### config.mk
export PLATFORM = sky130hd
export DESIGN_NAME = banked_memory
export DESIGN_NICKNAME = d
export VERILOG_FILES = /design/src/rtl/banked_memory_pkg.sv /design/src/rtl/banked_memory_mem_bank.sv /design/src/rtl/banked_memory.sv
export SDC_FILE = /design/constraint.sdc
export NUM_CORES = 1
export LEC_CHECK = 0
export ABC_AREA = 1
export CORE_MARGIN = 2
export CORE_UTILIZATION = 45
export DETAILED_ROUTE_END_ITERATION = 6
export PLACE_DENSITY = 0.65
export SYNTH_ARGS = -nofsm -noshare
export SYNTH_HDL_FRONTEND = slang
export SYNTH_SLANG_ARGS = --single-unit
### constraint.sdc
create_clock -name Clk -period 2.2 [get_ports Clk]
set_input_delay 0.44 -clock Clk [delete_from_list [all_inputs] [get_ports Clk]]
set_output_delay 0.44 -clock Clk [all_outputs]
set_load 0.02 [all_outputs]
### src/rtl/banked_memory_pkg.sv
// Shared types and elaboration-time helpers for the banked memory.
package banked_memory_pkg;

  typedef enum logic {
    CLEAR = 1'b0,
    RUN   = 1'b1
  } state_t;

  function automatic int clog2(input int n);
    int r;
    int v;
    r = 0;
    v = n - 1;
    while (v > 0) begin
      r = r + 1;
      v = v >> 1;
    end
    return r;
  endfunction

  // A single bank still gets a 1-bit select so W_Bank=1 can be flagged.
  function automatic int bsel_width(input int n);
    return (clog2(n) < 1) ? 1 : clog2(n);
  endfunction

endpackage

### src/rtl/banked_memory_mem_bank.sv
// One bank: synchronous write, registered read-first read, no reset on the
// array or read register so it maps onto block RAM.
module mem_bank
  import banked_memory_pkg::*;
#(
  parameter int DATA_WIDTH = 9,
  parameter int ADDR_WIDTH = 4
) (
  input  logic                  clk,
  input  logic                  we,
  input  logic [ADDR_WIDTH-1:0] waddr,
  input  logic [DATA_WIDTH-1:0] wdata,
  input  logic                  re,
  input  logic [ADDR_WIDTH-1:0] raddr,
  output logic [DATA_WIDTH-1:0] rdata
);

  logic [DATA_WIDTH-1:0] mem [0:(2**ADDR_WIDTH)-1];
  logic [DATA_WIDTH-1:0] rdata_reg;

  always_ff @(posedge clk) begin
    if (we) begin
      mem[waddr] <= wdata;
    end
    if (re) begin
      rdata_reg <= mem[raddr];
    end
  end

  assign rdata = rdata_reg;

endmodule

### src/rtl/banked_memory.sv
// N-bank RAM: one-bank writes, all-bank parallel reads with one-cycle latency,
// and a clear sequencer that zeroes every bank after reset or on Clr.
module banked_memory
  import banked_memory_pkg::*;
#(
  parameter int  DATA_WIDTH = 9,
  parameter int  ADDR_WIDTH = 4,
  parameter int  NUM_BANKS  = 2,
  localparam int BSEL_WIDTH = bsel_width(NUM_BANKS)
) (
  input  logic                            Clk,
  input  logic                            Rst,
  input  logic                            Clr,
  input  logic                            W_En,
  input  logic [BSEL_WIDTH-1:0]           W_Bank,
  input  logic [ADDR_WIDTH-1:0]           W_Addr,
  input  logic [DATA_WIDTH-1:0]           Data_In,
  input  logic                            R_En,
  input  logic [ADDR_WIDTH-1:0]           R_Addr,
  output logic [NUM_BANKS*DATA_WIDTH-1:0] Data_O,
  output logic                            R_Valid,
  output logic                            Busy,
  output logic                            W_Err
);

  localparam logic [BSEL_WIDTH:0] BANK_LIMIT = (BSEL_WIDTH + 1)'(NUM_BANKS);

  state_t                state_reg, state_next;
  logic [ADDR_WIDTH-1:0] cnt_reg, cnt_next;
  logic                  r_valid_reg;
  logic                  w_err_reg;
  logic                  shown_reg;

  logic                  busy;
  logic                  bank_ok;
  logic                  wr_ok;
  logic                  rd;
  logic [ADDR_WIDTH-1:0] bank_addr;
  logic [DATA_WIDTH-1:0] bank_wdata;
  logic [NUM_BANKS-1:0]  bank_we;
  logic [DATA_WIDTH-1:0] bank_rdata [NUM_BANKS];

  always_ff @(posedge Clk or posedge Rst) begin
    if (Rst) begin
      state_reg <= CLEAR;
      cnt_reg   <= '0;
    end else begin
      state_reg <= state_next;
      cnt_reg   <= cnt_next;
    end
  end

  always_comb begin
    state_next = state_reg;
    cnt_next   = cnt_reg;
    case (state_reg)
      CLEAR: begin
        if (Clr) begin
          cnt_next = '0;
        end else begin
          cnt_next = cnt_reg + 1'b1;
          if (cnt_reg == '1) begin
            state_next = RUN;
          end
        end
      end
      RUN: begin
        if (Clr) begin
          state_next = CLEAR;
          cnt_next   = '0;
        end
      end
      default: begin
        state_next = CLEAR;
        cnt_next   = '0;
      end
    endcase
  end

  assign busy    = (state_reg == CLEAR);
  assign bank_ok = ({1'b0, W_Bank} < BANK_LIMIT);
  assign wr_ok   = !busy && W_En && bank_ok;
  assign rd      = !busy && R_En;

  // While clearing, the sequencer owns every bank's write port.
  assign bank_addr  = busy ? cnt_reg : W_Addr;
  assign bank_wdata = busy ? '0 : Data_In;

  generate
    for (genvar gi = 0; gi < NUM_BANKS; gi++) begin : g_bank
      assign bank_we[gi] = busy || (wr_ok && (W_Bank == BSEL_WIDTH'(gi)));

      mem_bank #(
        .DATA_WIDTH(DATA_WIDTH),
        .ADDR_WIDTH(ADDR_WIDTH)
      ) u_bank (
        .clk  (Clk),
        .we   (bank_we[gi]),
        .waddr(bank_addr),
        .wdata(bank_wdata),
        .re   (rd),
        .raddr(R_Addr),
        .rdata(bank_rdata[gi])
      );

      // The RAM read register has no reset; mask it until the first real read.
      assign Data_O[gi*DATA_WIDTH +: DATA_WIDTH] = shown_reg ? bank_rdata[gi] : '0;
    end
  endgenerate

  always_ff @(posedge Clk or posedge Rst) begin
    if (Rst) begin
      r_valid_reg <= 1'b0;
      w_err_reg   <= 1'b0;
      shown_reg   <= 1'b0;
    end else begin
      r_valid_reg <= rd;
      shown_reg   <= shown_reg || rd;
      if (Clr) begin
        w_err_reg <= 1'b0;
      end else if (!busy && W_En && !bank_ok) begin
        w_err_reg <= 1'b1;
      end
    end
  end

  assign R_Valid = r_valid_reg;
  assign Busy    = busy;
  assign W_Err   = w_err_reg;

endmodule

# ---- After elaboration in Yosys (flattened, before gate mapping)
# Memory sizes are Yosys's and may differ from the RTL's. A register that Yosys moved wholly into a read port is not among the register bits.
# Cells that the tools add are included.
dict set report classes {
  addsub 1
  eq_ne 2
  muxes 15
  n_bitwise 2
  n_reduce_logical 7
}
# op count
set op_table {}
lappend op_table {{2-to-1 mux 9 bit} 3}
lappend op_table {{2-to-1 mux 4 bit} 3}
lappend op_table {{one-hot mux 4 bit (2 select lines)} 1}
lappend op_table {{2-to-1 mux 1 bit} 7}
lappend op_table {{adder 4 x 1 -> 4 bit, second input constant} 1}
lappend op_table {{equality test 4 bit, second input constant} 1}
lappend op_table {{logical AND 1 bit} 4}
lappend op_table {{logical OR 1 bit} 3}
lappend op_table {{inequality test 2 bit, second input constant} 1}
lappend op_table {{NOT 1 bit} 2}
lappend op_table {{one-hot mux 1 bit (2 select lines)} 1}
dict set report word_totals {
  ff_bits 7
  mem_bits_rw 288
  inputBits 23
  memories 2
}
# name depth width rd rd_clocked_by_memory_dff wr line
set memory_table {}
lappend memory_table {{g_bank[0].u_bank.mem} 16 9 1 1 1 banked_memory_mem_bank.sv:18} ;# logic [DATA_WIDTH-1:0] mem [0:(2**ADDR_WIDTH)-1];
lappend memory_table {{g_bank[1].u_bank.mem} 16 9 1 1 1 banked_memory_mem_bank.sv:18}

# ---- Logic depth before layout (Yosys ltp)
dict set report depth {
  depth_word 5
  depth_mapped 9
  depth_no_buf 8
}

# ---- Cells and area by module
# A second synthesis with hierarchy kept.
dict set report unflattened {
  hier_cells 1338
  hier_area_um2 13803.2
}
# mod instances cells_each area_each_um2 seq_area_each_um2
set by_module_without_submodules {}
lappend by_module_without_submodules {mem_bank 2 615 6592.6 4594.4}
lappend by_module_without_submodules {banked_memory 1 108 618.1 175.2}

# ---- Least setup slack after synthesis
# No wires, ideal clock.
dict set report synth_path {
  kind {register -> register}
  startpoint {reg state_reg}
  endpoint {mem g_bank[0].u_bank.mem[5][0], enable pin}
  t_arrival_ns 1.655
  setup_slack_ns 0.159
  stages_incl_launch_ff 7
  n_path_buf 1
  cell_sequence {dfrtp_1 > buf_4 > inv_4 > nand2_1 > nand2_1 > nand2_1 > nor3_1}
}
# item line
set synth_lines {}
lappend synth_lines {{start: declaration} banked_memory.sv:28} ;# state_t state_reg, state_next;
lappend synth_lines {{start signal: assignment} banked_memory.sv:48} ;# state_reg <= state_next;
lappend synth_lines {{NOT 1 bit} -}
lappend synth_lines {{net Busy} banked_memory.sv:22} ;# output logic Busy,
lappend synth_lines {{logical OR 1 bit} banked_memory.sv:91} ;# assign bank_we[gi] = busy || (wr_ok && (W_Bank == BSEL_WIDTH'(gi)));
lappend synth_lines {{2-to-1 mux 1 bit} banked_memory_mem_bank.sv:22} ;# if (we) begin
lappend synth_lines {{2-to-1 mux 1 bit (not written as such)} banked_memory_mem_bank.sv:23} ;# mem[waddr] <= wdata;
lappend synth_lines {{end: declaration} banked_memory_mem_bank.sv:18}
# The timed path passes the listed nets, and every way through them passes these cells.

# ---- Final worst setup path
dict set report layout_path {
  startpoint {reg shown_reg}
  endpoint {out Data_O[9]}
}
dict set report layout_via {
  elab_chain_len 1
}
# item line
set layout_rtl {}
lappend layout_rtl {{start: declaration} banked_memory.sv:32} ;# logic shown_reg;
lappend layout_rtl {{start signal: assignment} banked_memory.sv:118} ;# shown_reg <= shown_reg || rd;
lappend layout_rtl {{2-to-1 mux 9 bit} banked_memory.sv:107} ;# assign Data_O[gi*DATA_WIDTH +: DATA_WIDTH] = shown_reg ? bank_rdata[gi] : '0;
lappend layout_rtl {{end: declaration} banked_memory.sv:20} ;# output logic [NUM_BANKS*DATA_WIDTH-1:0] Data_O,
# Every way passes these cells.

==> impl_metrics.ini <==
[synthesis]
synth_flop_cell = edfxtp_1
synth.most_common_cell = nand2_1
yosys.area.top_type = edfxtp_1
synth_common_cells = nand2_1 (433), edfxtp_1 (306), inv_1 (256)
yosysWarnings = 0
synth-seq-area-share = 0.685
synth_top_area_frac = 0.672
syn-num-nets = 1365
synth_cell_types = 23
syn_area_per_cell_um2 = 10.2
synth_edf_count = 306
ys_ff_latch = 313
ys_async_sr_fraction = 0.0224
yosys-top-cells-area = edfxtp_1 (67%), nand2_1 (12%), nand3_1 (8.0%), inv_1 (7.0%), dfrtp_1 (1.3%)
synthCells = 1341
netlist_area_mm2 = 0.0137

[floorplanning]
core-area_mm2 = 0.0298
dieArea_mm2 = 0.0318
initial_core_util = 0.459
die_w_um = 178
dieHeight_um = 178
core.rowCount = 63
io_pins = 44

[drt]
drt-wirelength-per-cell_um = 17.4
first_pass_iters = 6
first_iter_violations = 916
drc = 0
ant_nets = 0
routed_wl_mm = 31.9
vias = 9213
avgViaCountPerCell = 5.02

[clock_tree]
numCtsBuffers = 31
cts_hold_buf = 0
postCtsSetupRepairBufs = 0
h-tree-depth = 1
cts_tree = done
clock_latency_ns = 0.58
cts_buffer_depth = 3
clockRootBuffer = clkbuf_16
clkTransAtPathRegs_ns = 0.07
cts.sinks = 313

[global_route]
antenna_found_initial = 0
grt_pass1_vias = 8769
overflow = 0
grt_pass1_wl_mm = 49.3
grt_max_degree = 73
grt_usage = 0.207

[pwr]
ir_drop_mv = 0.600
p_leak_nw = 7.14
p_per_area_mw_per_mm2 = 809

[cells_and_area]
n_antenna_cell = 0
area_growth_pct = 16.8
final_area_mm2 = 0.0160
nets = 1443
largest_reg_flops = 288
drive_gt1_frac = 0.0873
utilization = 0.536
fillers = 2616

[worst_setup_path]
cpLargestDelayFamily = buffers and inverters
end_kind = primary output
cp_cell_sequence = buf_12 -> nand2_1 -> inv_1 -> dlygate4sd2_1
critical_path.max_stage_delay_ns = 0.46
worstSetupPathType = register to primary output
cp.required_ns = 1.76
path_buf_inv = 3
cp-start-kind = register
crit_fanout = 14
cpMaxStageDelayCell = dfrtp_2
worst-endpoint-arrival_ns = 1.67

[placement]
place_hpwl_mm = 19.3
gp_congestion = 0.850
portBuffers = 42
placed_cell_area_mm2 = 0.0149

[sta]
slew_violations = 0
rsz0062_at_grt = no
fin_crit_sh = 0.960
max_freq_mhz = 474
setup_viol = 0
period_minus_slack_ns = 2.11
hold_violations = 0
fin_skew_ns = 0.0328

[run]
cap_violations = 0

[status]
status = completed

[worst_hold_path]
worstHoldPathType = input pin to asynchronous set/reset pin
[cell usage in the layout (no fill, tap or decap), types with 2 or more instances in the layout]
| cell | count |
|---|---|
| edfxtp_1 | 306 |
| nand3_1 | 218 |
| buf_12 | 17 |
| inv_1 | 256 |
| nand2_1 | 433 |
| dlygate4sd2_1 | 18 |
| a21oi_1 | 4 |
| buf_4 | 50 |
| inv_4 | 2 |
| o21ai_1 | 2 |
| nor2_1 | 31 |
| dfrtp_1 | 6 |
| clkinv_1 | 5 |
| clkbuf_1 | 4 |
| bufinv_16 | 4 |
| clkinv_4 | 3 |
| clkbuf_8 | 4 |
| clkinv_2 | 6 |
| nor3_1 | 9 |
| clkdlybuf4s50_1 | 21 |
| clkbuf_16 | 31 |
| inv_2 | 2 |
[metal layers]
metal	part of all wire	track usage	vias to the layer above	wire length, um
met5	0	0	-	0
met4	0.028	0.0657	0	890
met3	0.067	0.0230	59	2130
met2	0.48	0.343	361	15400
met1	0.42	0.288	4348	13400
li1	-	-	4445	-
[area by class of cell]
class / count / area [um2] / area share
Inverter: 262 / 988 / 0.0619
Timing Repair Buffer: 108 / 1100 / 0.0690
Sequential cell: 313 / 9370 / 0.587
Clock buffer: 39 / 846 / 0.0530
Multi-Input combinational cell: 703 / 2950 / 0.185
Clock inverter: 19 / 224 / 0.0140
Tap cell: 390 / 488 / 0.0306
[timing repair]
item,CTS,global route
endpoints found under the setup margin,19,1
gates resized for setup,19,1
gates cloned,0,0
[worst reg2reg max path, delay by kind of cell, from the launching register on]
kind                   cells  cell delay [ns]
AND/OR/NAND/NOR            3             0.52
flip-flops                 1             0.50
AO/OA/AOI/OAI              1             0.38
buffers and inverters      2             0.32
[metrics by stage]
stage | hold WS (ns) | total power, mW | cells | setup TNS (ns) | setup WS, ns
2_1_floorplan | 0.243 | 7.28 | 1341 | 0 | 0.159
3_3_place_gp | 0.517 | 7.59 | 1776 | -2.76 | -0.0746
3_5_place_dp | 0.546 | 7.60 | 1776 | -3.08 | -0.0936
4_1_cts | 0.0891 | 13.0 | 1834 | 0 | 0.00953
5_1_grt | 0.115 | 13.3 | 1834 | 0 | 0.0396
6_report | 0.0915 | 12.9 | 1834 | 0 | 0.0884
[kinds of logic (layout without fill, tap and decap cells)]
| kind of cell | Yosys count | count (layout) | share of synthesized area |
|---|---|---|---|
| AOI/OAI and AO/OA | 9 | 9 | 0.00375 |
| other | 1 | 1 | 0.000274 |
| buffers and inverters | 325 | 428 | 0.0987 |
| and+or+nand+nor | 692 | 692 | 0.211 |
| adders and majority gates | 1 | 1 | 0.000916 |
| DFF | 313 | 313 | 0.685 |
[path summary, 6_finish.rpt]
kind / start / to / slack, ns / cells after the start
max in group asynchronous: Rst / shown_reg$_DFF_PP0_ / 1.85 / 2
min in group Clk: Clr / state_reg$_DFF_PP0_ / 0.46 / 2
hold / removal: Rst / cnt_reg[2]$_DFFE_PP0P_ / 0.09 / 2
hold reg to reg: cnt_reg[2]$_DFFE_PP0P_ / cnt_reg[2]$_DFFE_PP0P_ / 0.55 / 2
setup reg to reg: state_reg$_DFF_PP0_ / g_bank[1].u_bank.mem[3][5]$_DFFE_PP_ / 0.15 / 6
setup / recovery: shown_reg$_DFF_PP0_ / Data_O[9] / 0.09 / 4
[report_power, final]
group / leakage [nW] / internal (mW) / switching [mW] / total (mW)
Combinational: 3.53 / 0.285 / 0.549 / 0.835
Clock: 0.527 / 3.21 / 2.24 / 5.45
Sequential: 3.08 / 6.60 / 0.0326 / 6.63
(Power assumes the default switching activity.)
